===== src/rtl/sigma_delta_dac_pkg.sv =====
// Shared types, constants and the integrator saturation helper for sigma_delta_dac.
package sigma_delta_dac_pkg;

   typedef enum logic [1:0] {
      MUTED     = 2'd0,
      RAMP_UP   = 2'd1,
      PLAY      = 2'd2,
      RAMP_DOWN = 2'd3
   } state_e;

   localparam int GAIN_MAX = 256;
   localparam int INT_W    = 22;
   localparam int FB_POS   = 32767;
   localparam int FB_NEG   = -32768;
   localparam int SAT_LIM  = 2 ** (INT_W - 1) - 1;

   // Symmetric clamp to +/-(2^21-1); the two guard bits of x hold any overflow.
   function automatic logic signed [INT_W-1:0] sat22(input logic signed [INT_W+1:0] x);
      if (x > SAT_LIM) begin
         return INT_W'(SAT_LIM);
      end else if (x < -SAT_LIM) begin
         return INT_W'(-SAT_LIM);
      end else begin
         return x[INT_W-1:0];
      end
   endfunction

endpackage


===== src/rtl/sigma_delta_dac_integrator.sv =====
// sdm_integrator: saturating INT_W accumulator with enable and synchronous reset.
module sdm_integrator
   import sigma_delta_dac_pkg::*;
(
   input  logic                    clk,
   input  logic                    reset,
   input  logic                    en_i,
   input  logic signed [INT_W:0]   delta_i,
   output logic signed [INT_W-1:0] acc_next_o
);

   logic signed [INT_W-1:0] acc_q;
   logic signed [INT_W+1:0] sum;

   assign sum        = {{2{acc_q[INT_W-1]}}, acc_q} + {delta_i[INT_W], delta_i};
   assign acc_next_o = sat22(sum);

   // NOTE: sequential state uses <= so every register samples pre-edge values.
   always_ff @(posedge clk) begin
      if (reset) begin
         acc_q <= '0;
      end else if (en_i) begin
         acc_q <= acc_next_o;
      end
   end

endmodule


===== src/rtl/sigma_delta_dac.sv =====
// sigma_delta_dac: soft-muted, gap-watched 1-bit sigma-delta output stage.
// Define SIGMA_DELTA_DAC_SECOND_ORDER_EN to build the second-order loop.
module sigma_delta_dac
   import sigma_delta_dac_pkg::*;
#(
   parameter int CLK_DIV = 1,
   parameter int MAX_GAP = 4096
) (
   input  logic               clk,
   input  logic               reset,
   input  logic signed [15:0] sample_in,
   input  logic               sample_stb,
   input  logic               mute,
   output logic               dac_out,
   output logic               muted,
   output logic               underrun
);

   localparam logic [8:0]  GAIN_FULL = 9'(GAIN_MAX);
   localparam logic [19:0] GAP_SAT   = 20'(MAX_GAP);

   state_e                  state_q, state_d, dir_state;
   logic [8:0]              gain_q, gain_d;
   logic signed [15:0]      hold_q, hold_d;
   logic signed [15:0]      scaled_q, scaled_d;
   logic signed [23:0]      product;
   logic [15:0]             div_q, div_d;
   logic [19:0]             gap_q, gap_d;
   logic                    dac_q, dac_d;
   logic                    tick;
   logic signed [INT_W:0]   fb;
   logic signed [INT_W-1:0] i1_next;

   // The step direction comes from the post-transition state, so a strobe that
   // coincides with a mute edge already ramps the new way.
   // NOTE: every always_comb output is defaulted first so no path infers a latch.
   always_comb begin
      dir_state = state_q;
      gain_d    = gain_q;
      case (state_q)
         MUTED:     if (!mute) dir_state = RAMP_UP;
         RAMP_UP:   if (mute)  dir_state = RAMP_DOWN;
         PLAY:      if (mute)  dir_state = RAMP_DOWN;
         RAMP_DOWN: if (!mute) dir_state = RAMP_UP;
         default:   dir_state = MUTED;
      endcase
      if (sample_stb && dir_state == RAMP_UP && gain_q != GAIN_FULL) begin
         gain_d = gain_q + 9'd1;
      end else if (sample_stb && dir_state == RAMP_DOWN && gain_q != 9'd0) begin
         gain_d = gain_q - 9'd1;
      end
      state_d = dir_state;
      if (dir_state == RAMP_UP && gain_d == GAIN_FULL) begin
         state_d = PLAY;
      end else if (dir_state == RAMP_DOWN && gain_d == 9'd0) begin
         state_d = MUTED;
      end
   end

   // gain <= 256 keeps the product inside 24 signed bits.
   assign product  = 24'(hold_q) * 24'($signed({1'b0, gain_q}));
   assign scaled_d = 16'(product >>> 8);
   assign hold_d   = sample_stb ? sample_in : hold_q;

   assign tick  = (CLK_DIV == 1) || (div_q == 16'(CLK_DIV - 1));
   assign div_d = tick ? 16'd0 : div_q + 16'd1;

   assign gap_d = sample_stb ? 20'd0 : (gap_q == GAP_SAT) ? gap_q : gap_q + 20'd1;

   assign fb = dac_q ? (INT_W+1)'(FB_POS) : (INT_W+1)'(FB_NEG);

   sdm_integrator u_int1 (
      .clk        (clk),
      .reset      (reset),
      .en_i       (tick),
      .delta_i    ((INT_W+1)'(scaled_q) - fb),
      .acc_next_o (i1_next)
   );

`ifdef SIGMA_DELTA_DAC_SECOND_ORDER_EN
   logic signed [INT_W-1:0] i2_next;

   // Fed from i1's value after this tick so the loop latency stays one edge.
   sdm_integrator u_int2 (
      .clk        (clk),
      .reset      (reset),
      .en_i       (tick),
      .delta_i    ((INT_W+1)'(i1_next) - fb),
      .acc_next_o (i2_next)
   );

   assign dac_d = tick ? ~i2_next[INT_W-1] : dac_q;
`else
   assign dac_d = tick ? ~i1_next[INT_W-1] : dac_q;
`endif

   always_ff @(posedge clk) begin
      if (reset) begin
         state_q  <= MUTED;
         gain_q   <= '0;
         hold_q   <= '0;
         scaled_q <= '0;
         div_q    <= '0;
         gap_q    <= '0;
         dac_q    <= 1'b0;
      end else begin
         state_q  <= state_d;
         gain_q   <= gain_d;
         hold_q   <= hold_d;
         scaled_q <= scaled_d;
         div_q    <= div_d;
         gap_q    <= gap_d;
         dac_q    <= dac_d;
      end
   end

   assign dac_out  = dac_q;
   assign muted    = (state_q == MUTED);
   assign underrun = (gap_q == GAP_SAT);

endmodule


===== config.mk =====
export PLATFORM = sky130hd
export DESIGN_NAME = sigma_delta_dac
export DESIGN_NICKNAME = d
export VERILOG_FILES = /design/src/rtl/sigma_delta_dac_pkg.sv /design/src/rtl/sigma_delta_dac_integrator.sv /design/src/rtl/sigma_delta_dac.sv
export SDC_FILE = /design/constraint.sdc
export NUM_CORES = 1
export LEC_CHECK = 0
export ABC_AREA = 1
export BUFFER_PORTS_ARGS = -buffer_cell sky130_fd_sc_hd__buf_2
export CAP_MARGIN = 20
export CORE_MARGIN = 2
export CORE_UTILIZATION = 28
export CTS_CLUSTER_SIZE = 12
export DETAILED_ROUTE_END_ITERATION = 6
export PLACE_DENSITY = 0.54
export SETUP_SLACK_MARGIN = 0.2
export SLEW_MARGIN = 20
export SYNTH_ARGS = -nofsm -noshare
export SYNTH_HDL_FRONTEND = slang
export SYNTH_SLANG_ARGS = --single-unit

===== constraint.sdc =====
create_clock -name clk -period 5.45 [get_ports clk]
set_input_delay 0.2725 -clock clk [delete_from_list [all_inputs] [get_ports clk]]
set_output_delay 0.2725 -clock clk [all_outputs]
set_load 0.05 [all_outputs]

==> metrics.csv, run 1 <==
metric,value,unit
Die ar.,41500,um2
Crit path max-delay family,adder cells,
post-DR vias/cell,4.44,
placed insts,2193,
CTS tree,yes,
detailed-router iteration count before antenna repair,5,
DP Wirelength,23000,um
per-cell routed wire length,12.9,um
startpoint types,flop,
# DRC,0,
clk_lat worst skew,0.37,ns
"EDFF count, synth",0,
Crit path arrival time,5.21,ns
Critical-path top delay cell,fa_1,
total power,7.36,mW
DP Area,12000,um2
final hold vios,0,
max-slew violations,0,
worst vdd ir,0.000354,V
post-synthesis cell area,11200,um2
status,"complete, no violations",
CTS Buffer Depth,2,
WP buf/inv,6,
fraction of layout cells with a size suffix above 1,0.0819,
initial antenna violation count,0,
RePlAce Congestion,0.849,
initial core utilization,0.282,
area grow syn2layout,12.7,%
I/O pins,23,
setup total negative slack,0,ns
kind of critical path,flop to flop,
final net count,1915,
asr flop ratio synth,0,
Overall Global Routing Usage,0.143,
global-route wire length before repair,48100,um
Leak,7.22,nW
"Max FO, Critical Path",6,
Final Cell Area,12600,um2
I/O Buffers,22,
most frequent cell after synthesis,nand2_1,
WP data required,5.71,ns
largest area contributor in the netlist,fa_1,
DR vias,9802,
"CTS clk-pin slew, worst paths",0.07,ns
#FFs+latches synth,86,
Hold WC Path Type,primary input to flop,
synthesized net count,1893,
Starting DRT DRC Count,605,
Clock Tree Root,clkbuf_16,
Worst Max-Slew Pin Slew,0.729,ns
number of global-route vias before repair,9790,
global route total overflow,0,
Critical Path Max Stage Delay,0.53,ns
FP Rows,73,
post-layout util,0.318,
syn avg cell area,6.73,um2
Synth Instances,1659,
Yosys Warn Count,0,
Yosys top cell area share,0.208,
diodes inserted,0,
CTS buffer count,9,
Achievable Freq,0.202,GHz
overall die width,204,um
relative max-transition margin,0.513,
sequential area share after synthesis,0.154,
DRT Wirelength,28400,um
Yosys cell types,41,
final setup vio count,0,
clock skew,0.00835,ns
antenna-violating nets left,0,
Crit path top cell by count,nand2_1,
Tmin final,4.95,ns
Layout Cells excl Fill,2210,
Die Y,204,um
CTS hold repair buffers,0,
pwr dens,585,nW/um2
Post-synth top cells,"nand2_1, inv_1, nor2_1",
RSZ-0062 raised after global routing,true,
max_cap viols,0,
fill count,4257,
Main synth FF type,dfxtp_1,
Worst setup EP type,flop,
cells taking the most area after synthesis,"fa_1, nand2_1, dfxtp_1",
largest net degree at the start of global routing,33,
Core ar.,39500,um2
final period utilization,0.909,
CTS Sinks,86,
H-tree depth,3,
==> worst register-to-register path, delay by kind of cell, from the launching register on <==
kind | cells | cell delay, ns
flops | 1 | 0.38
simple gates | 13 | 1.01
compound gates | 1 | 0.17
fa+ha+maj | 6 | 2.83
buf+inv | 6 | 0.47
==> cell usage in the layout (no fill, tap or decap), types with 10 or more instances in the layout <==
cell type,instances
ha_1,89
xnor2_1,20
buf_2,22
inv_1,386
dfxtp_1,67
fa_1,116
nor2_1,120
nand3_1,62
xor2_1,24
nand4_1,20
o21ai_0,46
dfxtp_2,12
clkbuf_16,10
a21oi_1,78
nand2_1,461
buf_4,32
==> flip-flops by register name, indices dropped and copies added, names as in the netlist <==
| name | cells |
|---|---|
| scaled_q | 16 |
| hold_q | 16 |
| u_int1.acc_q | 22 |
| dac_out | 1 |
| gap_q | 20 |
| gain_q | 9 |
| state_q | 2 |
==> power by group <==
group | internal [mW] | switching (mW) | total (mW)
registers | 0.799 | 0.0969 | 0.896
clock network | 0.358 | 0.293 | 0.650
logic | 2.08 | 3.73 | 5.81
==> stage by stage <==
step	hold WS [ns]	worst slack (ns)
after floorplan	0.407	0.279
after global placement	0.463	0.254
after detailed placement	0.476	0.183
after CTS	0.0956	0.206
after global routing	0.112	0.154
final	0.126	0.497
==> cell families after synthesis <==
| logic type | Yosys count | synth area share |
|---|---|---|
| adders and majority gates | 214 | 0.318 |
| muxes | 1 | 0.000897 |
| buffers and inverters | 439 | 0.150 |
| AOI/OAI and AO/OA | 164 | 0.0800 |
| and+or+nand+nor | 711 | 0.263 |
| xor gates and xnor gates | 44 | 0.0345 |
| DFF | 86 | 0.154 |
==> metal layers <==
metal	up-vias	track usage	part of all wire
met4	0	0.0357	0.016
met3	22	0.0190	0.027
met2	136	0.238	0.46
met1	4605	0.197	0.50
met5	-	0	0
li1	5039	-	-
==> what timing repair did <==
| action | CTS | global route |
|---|---|---|
| pin swaps | 0 | 11 |
| setup buffers | 0 | 1 |
| gates cloned | 0 | 1 |
| endpoints found under the setup margin | 2 | 30 |
| gates resized for setup | 1 | 57 |
==> final cells by class <==
cell class / instances / area [um2] / area share
timing repair buffer: 60 / 475 / 0.0378
clock inverter: 6 / 71.3 / 0.00567
sequential: 86 / 1760 / 0.140
inverter: 390 / 1460 / 0.116
multi-input combinational: 1134 / 7920 / 0.630
tap: 525 / 657 / 0.0522
clock buffer: 9 / 225 / 0.0179
==> path summary, 6_finish.rpt <==
kind	start	to	slack [ns]	cells past startpoint
min reg2reg	gap_q[19]$_SDFFE_PP0N_	gap_q[19]$_SDFFE_PP0N_	0.48	2
max reg2reg	hold_q[8]$_SDFFE_PP0P_	scaled_q[15]$_SDFF_PP0_	0.50	26
min	sample_in[10]	hold_q[10]$_SDFFE_PP0P_	0.13	3
max	hold_q[8]$_SDFFE_PP0P_	scaled_q[15]$_SDFF_PP0_	0.50	26
Note: power is estimated with default switching activity, not from simulation.
==> run 2: changes to the inputs <==
- PLACE_DENSITY: 0.54 -> unset
- PLACE_DENSITY_LB_ADDON: unset -> 0.08
==> metrics.csv, run 2 (same netlist as run 1, synthesis figures left out) <==
metric,value,unit,change
status,"complete, no violations",,unchanged
relative max-transition margin,0.480,,was 0.513
CTS buffer count,9,,unchanged
fraction of layout cells with a size suffix above 1,0.114,,was 0.0819
area grow syn2layout,16.6,%,was 12.7%
antenna-violating nets left,0,,unchanged
Die Y,204,um,unchanged
global route total overflow,0,,unchanged
"commonest cells after routing, fill and taps aside","nand2_1, inv_1, fa_1, nor2_1, ha_1",,"was nand2_1, inv_1, nor2_1, fa_1, ha_1"
switching power,4.48,mW,was 4.12 mW
max-slew violations,0,,unchanged
Final Cell Area,13000,um2,was 12600 um2
setup total negative slack,0,ns,unchanged
H-tree depth,3,,unchanged
per-cell routed wire length,14.7,um,was 12.9 um
FF-to-FF End,scaled_q[15]$_SDFF_PP0_,,unchanged
WP buf/inv,6,,unchanged
reg2reg path depth,25,,was 26
final period utilization,0.907,,was 0.909
final net count,1946,,was 1915
clock skew,0.0109,ns,was 0.00835 ns
Regs by FF count,"u_int1.acc_q: 22 flops, gap_q: 20 flops",,unchanged
initial core utilization,0.282,,unchanged
startpoint types,flop,,unchanged
Net Sw Frac,0.562,,was 0.560
Starting DRT DRC Count,439,,was 605
Crit path max-delay family,adder cells,,unchanged
Critical-path top delay cell,fa_1,,unchanged
Gate power share,0.801,,was 0.790
final setup vio count,0,,unchanged
final hold vios,0,,unchanged
DRT Wirelength,32900,um,was 28400 um
Hold WC Path Type,primary input to flop,,unchanged
max FFs per register,22,,unchanged
RSZ-0062 raised after global routing,true,,unchanged
placed insts,2199,,was 2193
I/O pins,23,,unchanged
"CTS clk-pin slew, worst paths",0.08,ns,was 0.07 ns
Hold Crit Depth,3,,unchanged
Worst Max-Slew Pin Slew,0.778,ns,was 0.729 ns
WP data required,5.73,ns,was 5.71 ns
Leak,7.41,nW,was 7.22 nW
R2R Path Start,gain_q[3]$_SDFF_PP0_,,was hold_q[8]$_SDFFE_PP0P_
R2R Setup Slk,0.51,ns,was 0.50 ns
Crit path arrival time,5.23,ns,was 5.21 ns
kind of critical path,flop to flop,,unchanged
number of global-route vias before repair,9889,,was 9790
max_cap viols,0,,unchanged
Layout Cells excl Fill,2242,,was 2210
pwr dens,612,nW/um2,was 585 nW/um2
overall die width,204,um,unchanged
min-delay src,sample_in[10],,unchanged
DR vias,9771,,was 9802
# DRC,0,,unchanged
post-DR vias/cell,4.36,,was 4.44
Clock Tree Root,clkbuf_16,,unchanged
diodes inserted,0,,unchanged
DP Area,12100,um2,was 12000 um2
initial antenna violation count,0,,unchanged
I/O Buffers,22,,unchanged
Clock power frac,0.085,,was 0.088
detailed-router iteration count before antenna repair,5,,unchanged
Worst setup EP type,flop,,unchanged
Die ar.,41500,um2,unchanged
RePlAce Congestion,0.821,,was 0.849
FP Rows,73,,unchanged
global-route wire length before repair,52300,um,was 48100 um
Reg power frac,0.114,,was 0.122
Overall Global Routing Usage,0.162,,was 0.143
Core ar.,39500,um2,unchanged
"Max FO, Critical Path",6,,unchanged
largest net degree at the start of global routing,33,,unchanged
CTS Buffer Depth,2,,unchanged
clk_lat worst skew,0.39,ns,was 0.37 ns
Critical Path Max Stage Delay,0.55,ns,was 0.53 ns
"commonest non-fill, non-tap cell in the layout",nand2_1,,unchanged
internal power,3.49,mW,was 3.24 mW
hold path endpoint,hold_q[10]$_SDFFE_PP0P_,,unchanged
Achievable Freq,0.202,GHz,about the same
CTS tree,yes,,unchanged
CTS Sinks,86,,unchanged
Biggest register,u_int1.acc_q,,unchanged
Tmin final,4.94,ns,was 4.95 ns
total power,7.97,mW,was 7.36 mW
worst vdd ir,0.000266,V,was 0.000354 V
DP Wirelength,25500,um,was 23000 um
==> run 2: changes by cell type in the layout (fill, tap and decap cells not counted), sizes merged <==
cell	before	now
clkinvlp	1	2
clkbuf	10	15
bufinv	1	0
inv	391	392
buf	59	85
==> run 2: stage by stage <==
stage | hold WS (ns) | worst slack, ns | util
2_1_floorplan | 0.407 | 0.279 | -
3_3_place_gp | 0.462 | 0.148 | 0.306
3_5_place_dp | 0.479 | 0.137 | 0.306
4_1_cts | 0.0718 | 0.201 | 0.313
5_1_grt | 0.0939 | 0.139 | 0.329
6_report | 0.0984 | 0.506 | 0.329
==> run 2: what timing repair did <==
item | in CTS | in global routing
hold buffers | 0 | 0
cloned | 0 | 7
resized for setup | 3 | 85
endpoints found under the setup margin | 3 | 29
pin swaps | 0 | 36
buffers inserted | 0 | 20
==> run 2: power by group through the flow <==
stage,clock network (mW),logic (mW),registers [mW]
2_1_floorplan,0,4.31,0.862
3_3_place_gp,0,5.85,0.904
3_5_place_dp,0,5.82,0.905
4_1_cts,0.713,5.86,0.891
5_1_grt,0.734,7.30,0.929
6_report,0.676,6.38,0.911
==> run 2: metal layers <==
metal,track usage,up-vias,wire (um)
met5,0,-,0
met4,0.0508,0,718
met3,0.0166,29,596
met2,0.259,105,14800
met1,0.230,4531,16800
li1,-,5106,-
==> run 2: how the worst max path moves through the flow <==
stage                              endpoint            startpoint  cells after the start  slack, ns
global route        scaled_q[15]$_SDFF_PP0_  gain_q[3]$_SDFF_PP0_                     25       0.14
detailed placement  scaled_q[15]$_SDFF_PP0_  gain_q[5]$_SDFF_PP0_                     25       0.14
finish              scaled_q[15]$_SDFF_PP0_  gain_q[3]$_SDFF_PP0_                     25       0.51
global placement    scaled_q[15]$_SDFF_PP0_  gain_q[4]$_SDFF_PP0_                     22       0.15
CTS                 scaled_q[15]$_SDFF_PP0_  gain_q[7]$_SDFF_PP0_                     25       0.20
floorplan           scaled_q[10]$_SDFF_PP0_  gain_q[3]$_SDFF_PP0_                     21       0.28
==> run 2: cell type report <==
cell class,count,area (um2)
clock inverters,7,77.6
fillers,4384,26500
flip-flops and latches,86,1760
inverters,390,1470
well taps,525,657
repair buffers,91,810
multi-input cells,1134,8020
clock buffers,9,225
==> run 2: worst reg2reg max path, cell delays in order, from the launching register on <==
cell      delay (ns)
dfxtp_4         0.43
buf_12          0.15
nand2_1         0.09
fa_1            0.55
inv_1           0.05
fa_1            0.50
inv_1           0.07
fa_1            0.47
inv_1           0.05
fa_1            0.54
fa_1            0.45
ha_4            0.28
nand2_1         0.10
inv_1           0.06
a21oi_2         0.15
nand2_1         0.07
nand2_1         0.07
nand3_2         0.12
nand2_2         0.09
nand2_2         0.05
nand2_1         0.07
inv_2           0.04
nor2_2          0.11
o21bai_1        0.10
a21oi_1         0.12
nor2_1          0.06
==> run 3: changes to the inputs <==
- CORE_UTILIZATION: 28 -> 59
==> metrics.csv, run 3 (same netlist as run 1, synthesis figures left out) <==
metric,value,unit,change
CTS buffer count,9,,unchanged
Tmin final,5.00,ns,was 4.94 ns
WP data required,5.73,ns,about the same
Worst setup EP type,flop,,unchanged
Leak,7.20,nW,was 7.41 nW
Biggest register,u_int1.acc_q,,unchanged
max FFs per register,22,,unchanged
Critical-path top delay cell,fa_1,,unchanged
clock skew,0.00754,ns,was 0.0109 ns
Starting DRT DRC Count,563,,was 439
startpoint types,flop,,unchanged
fill count,1714,,was 4384
# DRC,0,,unchanged
number of global-route vias before repair,9519,,was 9889
DRT Wirelength,26300,um,was 32900 um
"Max FO, Critical Path",9,,was 6
max-slew violations,0,,unchanged
final period utilization,0.918,,was 0.907
pwr dens,595,nW/um2,was 612 nW/um2
I/O Buffers,22,,unchanged
RSZ-0062 raised after global routing,true,,unchanged
Critical Path Max Stage Delay,0.61,ns,was 0.55 ns
"commonest non-fill, non-tap cell in the layout",nand2_1,,unchanged
overall die width,142,um,was 204 um
global route total overflow,0,,unchanged
total power,7.22,mW,was 7.97 mW
"CTS clk-pin slew, worst paths",0.07,ns,was 0.08 ns
DP Wirelength,21500,um,was 25500 um
Crit path max-delay family,adder cells,,unchanged
detailed-router iteration count before antenna repair,5,,unchanged
post-DR vias/cell,5.12,,was 4.36
DR vias,9834,,was 9771
FP Rows,50,,was 73
antenna-violating nets left,0,,unchanged
relative max-transition margin,0.600,,was 0.480
final setup vio count,0,,unchanged
initial core utilization,0.598,,was 0.282
setup total negative slack,0,ns,unchanged
H-tree depth,3,,unchanged
worst vdd ir,0.000315,V,was 0.000266 V
area grow syn2layout,8.61,%,was 16.6%
CTS tree,yes,,unchanged
Crit path arrival time,5.29,ns,was 5.23 ns
Die Y,142,um,was 204 um
final hold vios,0,,unchanged
Clock Tree Root,clkbuf_16,,unchanged
I/O pins,23,,unchanged
final net count,1914,,was 1946
WP buf/inv,5,,was 6
largest net degree at the start of global routing,52,,was 33
Regs by FF count,"u_int1.acc_q: 22 flops, gap_q: 20 flops",,unchanged
Core ar.,18600,um2,was 39500 um2
max_cap viols,0,,unchanged
Worst Max-Slew Pin Slew,0.600,ns,was 0.778 ns
CTS Buffer Depth,2,,unchanged
diodes inserted,0,,unchanged
fraction of layout cells with a size suffix above 1,0.0777,,was 0.114
kind of critical path,flop to flop,,unchanged
"commonest cells after routing, fill and taps aside","nand2_1, inv_1, nor2_1, fa_1, ha_1",,"was nand2_1, inv_1, fa_1, nor2_1, ha_1"
CTS Sinks,86,,unchanged
status,"complete, no violations",,unchanged
per-cell routed wire length,13.7,um,was 14.7 um
initial antenna violation count,0,,unchanged
Overall Global Routing Usage,0.273,,was 0.162
Achievable Freq,0.200,GHz,was 0.202 GHz
clk_lat worst skew,0.35,ns,was 0.39 ns
Hold WC Path Type,primary input to flop,,unchanged
Crit path top cell by count,nand2_1,,
global-route wire length before repair,44300,um,was 52300 um
Die ar.,20000,um2,was 41500 um2
RePlAce Congestion,0.899,,was 0.821
==> run 3: cell types whose count changed in the layout (fill, tap and decap cells not counted), moves of 5 or more <==
cell	change
ha_1	+6
nand2_1	+7
buf_12	-5
a21oi_1	+5
dfxtp_2	+6
nand2_2	-7
buf_4	-20
a21oi_2	-5
nor2_1	+6
clkbuf_16	-6
==> run 3: worst paths after layout <==
kind	start	end	slack, ns	depth (start not counted)
hold / removal	sample_in[1]	hold_q[1]$_SDFFE_PP0P_	0.14	3
setup reg to reg	gain_q[1]$_SDFF_PP0_	scaled_q[15]$_SDFF_PP0_	0.45	25
hold reg to reg	gap_q[0]$_SDFFE_PP0N_	gap_q[0]$_SDFFE_PP0N_	0.48	1
setup / recovery	gain_q[1]$_SDFF_PP0_	scaled_q[15]$_SDFF_PP0_	0.45	25
==> run 3: metrics by stage <==
step	utilization	cell area, um2	hold WS (ns)	cells	worst slack (ns)
after CTS	0.639	11900	0.135	1915	0.203
after global routing	0.650	12100	0.141	1919	0.124
after detailed placement	0.622	11600	0.468	1899	0.119
after global placement	0.622	11600	0.459	1899	0.272
after floorplan	-	11200	0.407	1659	0.279
final	0.650	12100	0.142	1919	0.447
==> run 3: cell type report <==
| class | instances | area (um2) | area share |
|---|---|---|---|
| repair buffers | 59 | 404 | 0.0334 |
| multi-input cells | 1134 | 7880 | 0.650 |
| clock inverters | 7 | 91.3 | 0.00754 |
| well taps | 234 | 293 | 0.0242 |
| clock buffers | 9 | 225 | 0.0186 |
| inverters | 390 | 1460 | 0.121 |
| flip-flops and latches | 86 | 1760 | 0.145 |
==> run 3: layer usage <==
layer	up-vias	GRT usage	wire [um]
li1	5025	-	-
met1	4569	0.367	12100
met2	190	0.464	12600
met3	50	0.0223	771
met5	-	0	0
met4	0	0.0979	782
==> run 3: repair_timing <==
item,4_1_cts,5_1_grt
gates resized for setup,2,48
buffers inserted,0,3
setup endpoints to repair,3,29
cloned,0,1
hold buffers,0,0
pin swaps,0,8
==> run 3: report_power, final <==
part | switching, mW | internal (mW) | leakage, nW | total (mW)
Clock | 0.291 | 0.367 | 0.151 | 0.658
Sequential | 0.117 | 0.798 | 0.715 | 0.915
Combinational | 3.60 | 2.04 | 6.34 | 5.64
==> run 3: worst register-to-register path, stage by stage (launching register included) <==
cell and delay (ns):
dfxtp_4 0.42, buf_4 0.19, nand2_1 0.08, fa_1 0.49, inv_1 0.06, fa_1 0.50, inv_1 0.05, fa_1 0.47
inv_1 0.05, fa_1 0.50, fa_1 0.61, ha_4 0.23, a21o_1 0.16, a21oi_1 0.17, nand2_1 0.07, nand2_1 0.07
nand3_2 0.12, nand2_1 0.08, nand2_1 0.06, nand2_1 0.06, inv_1 0.05, nor2_2 0.11, o21bai_1 0.10, nand3_1 0.09
nand2_1 0.05, nor2_1 0.10
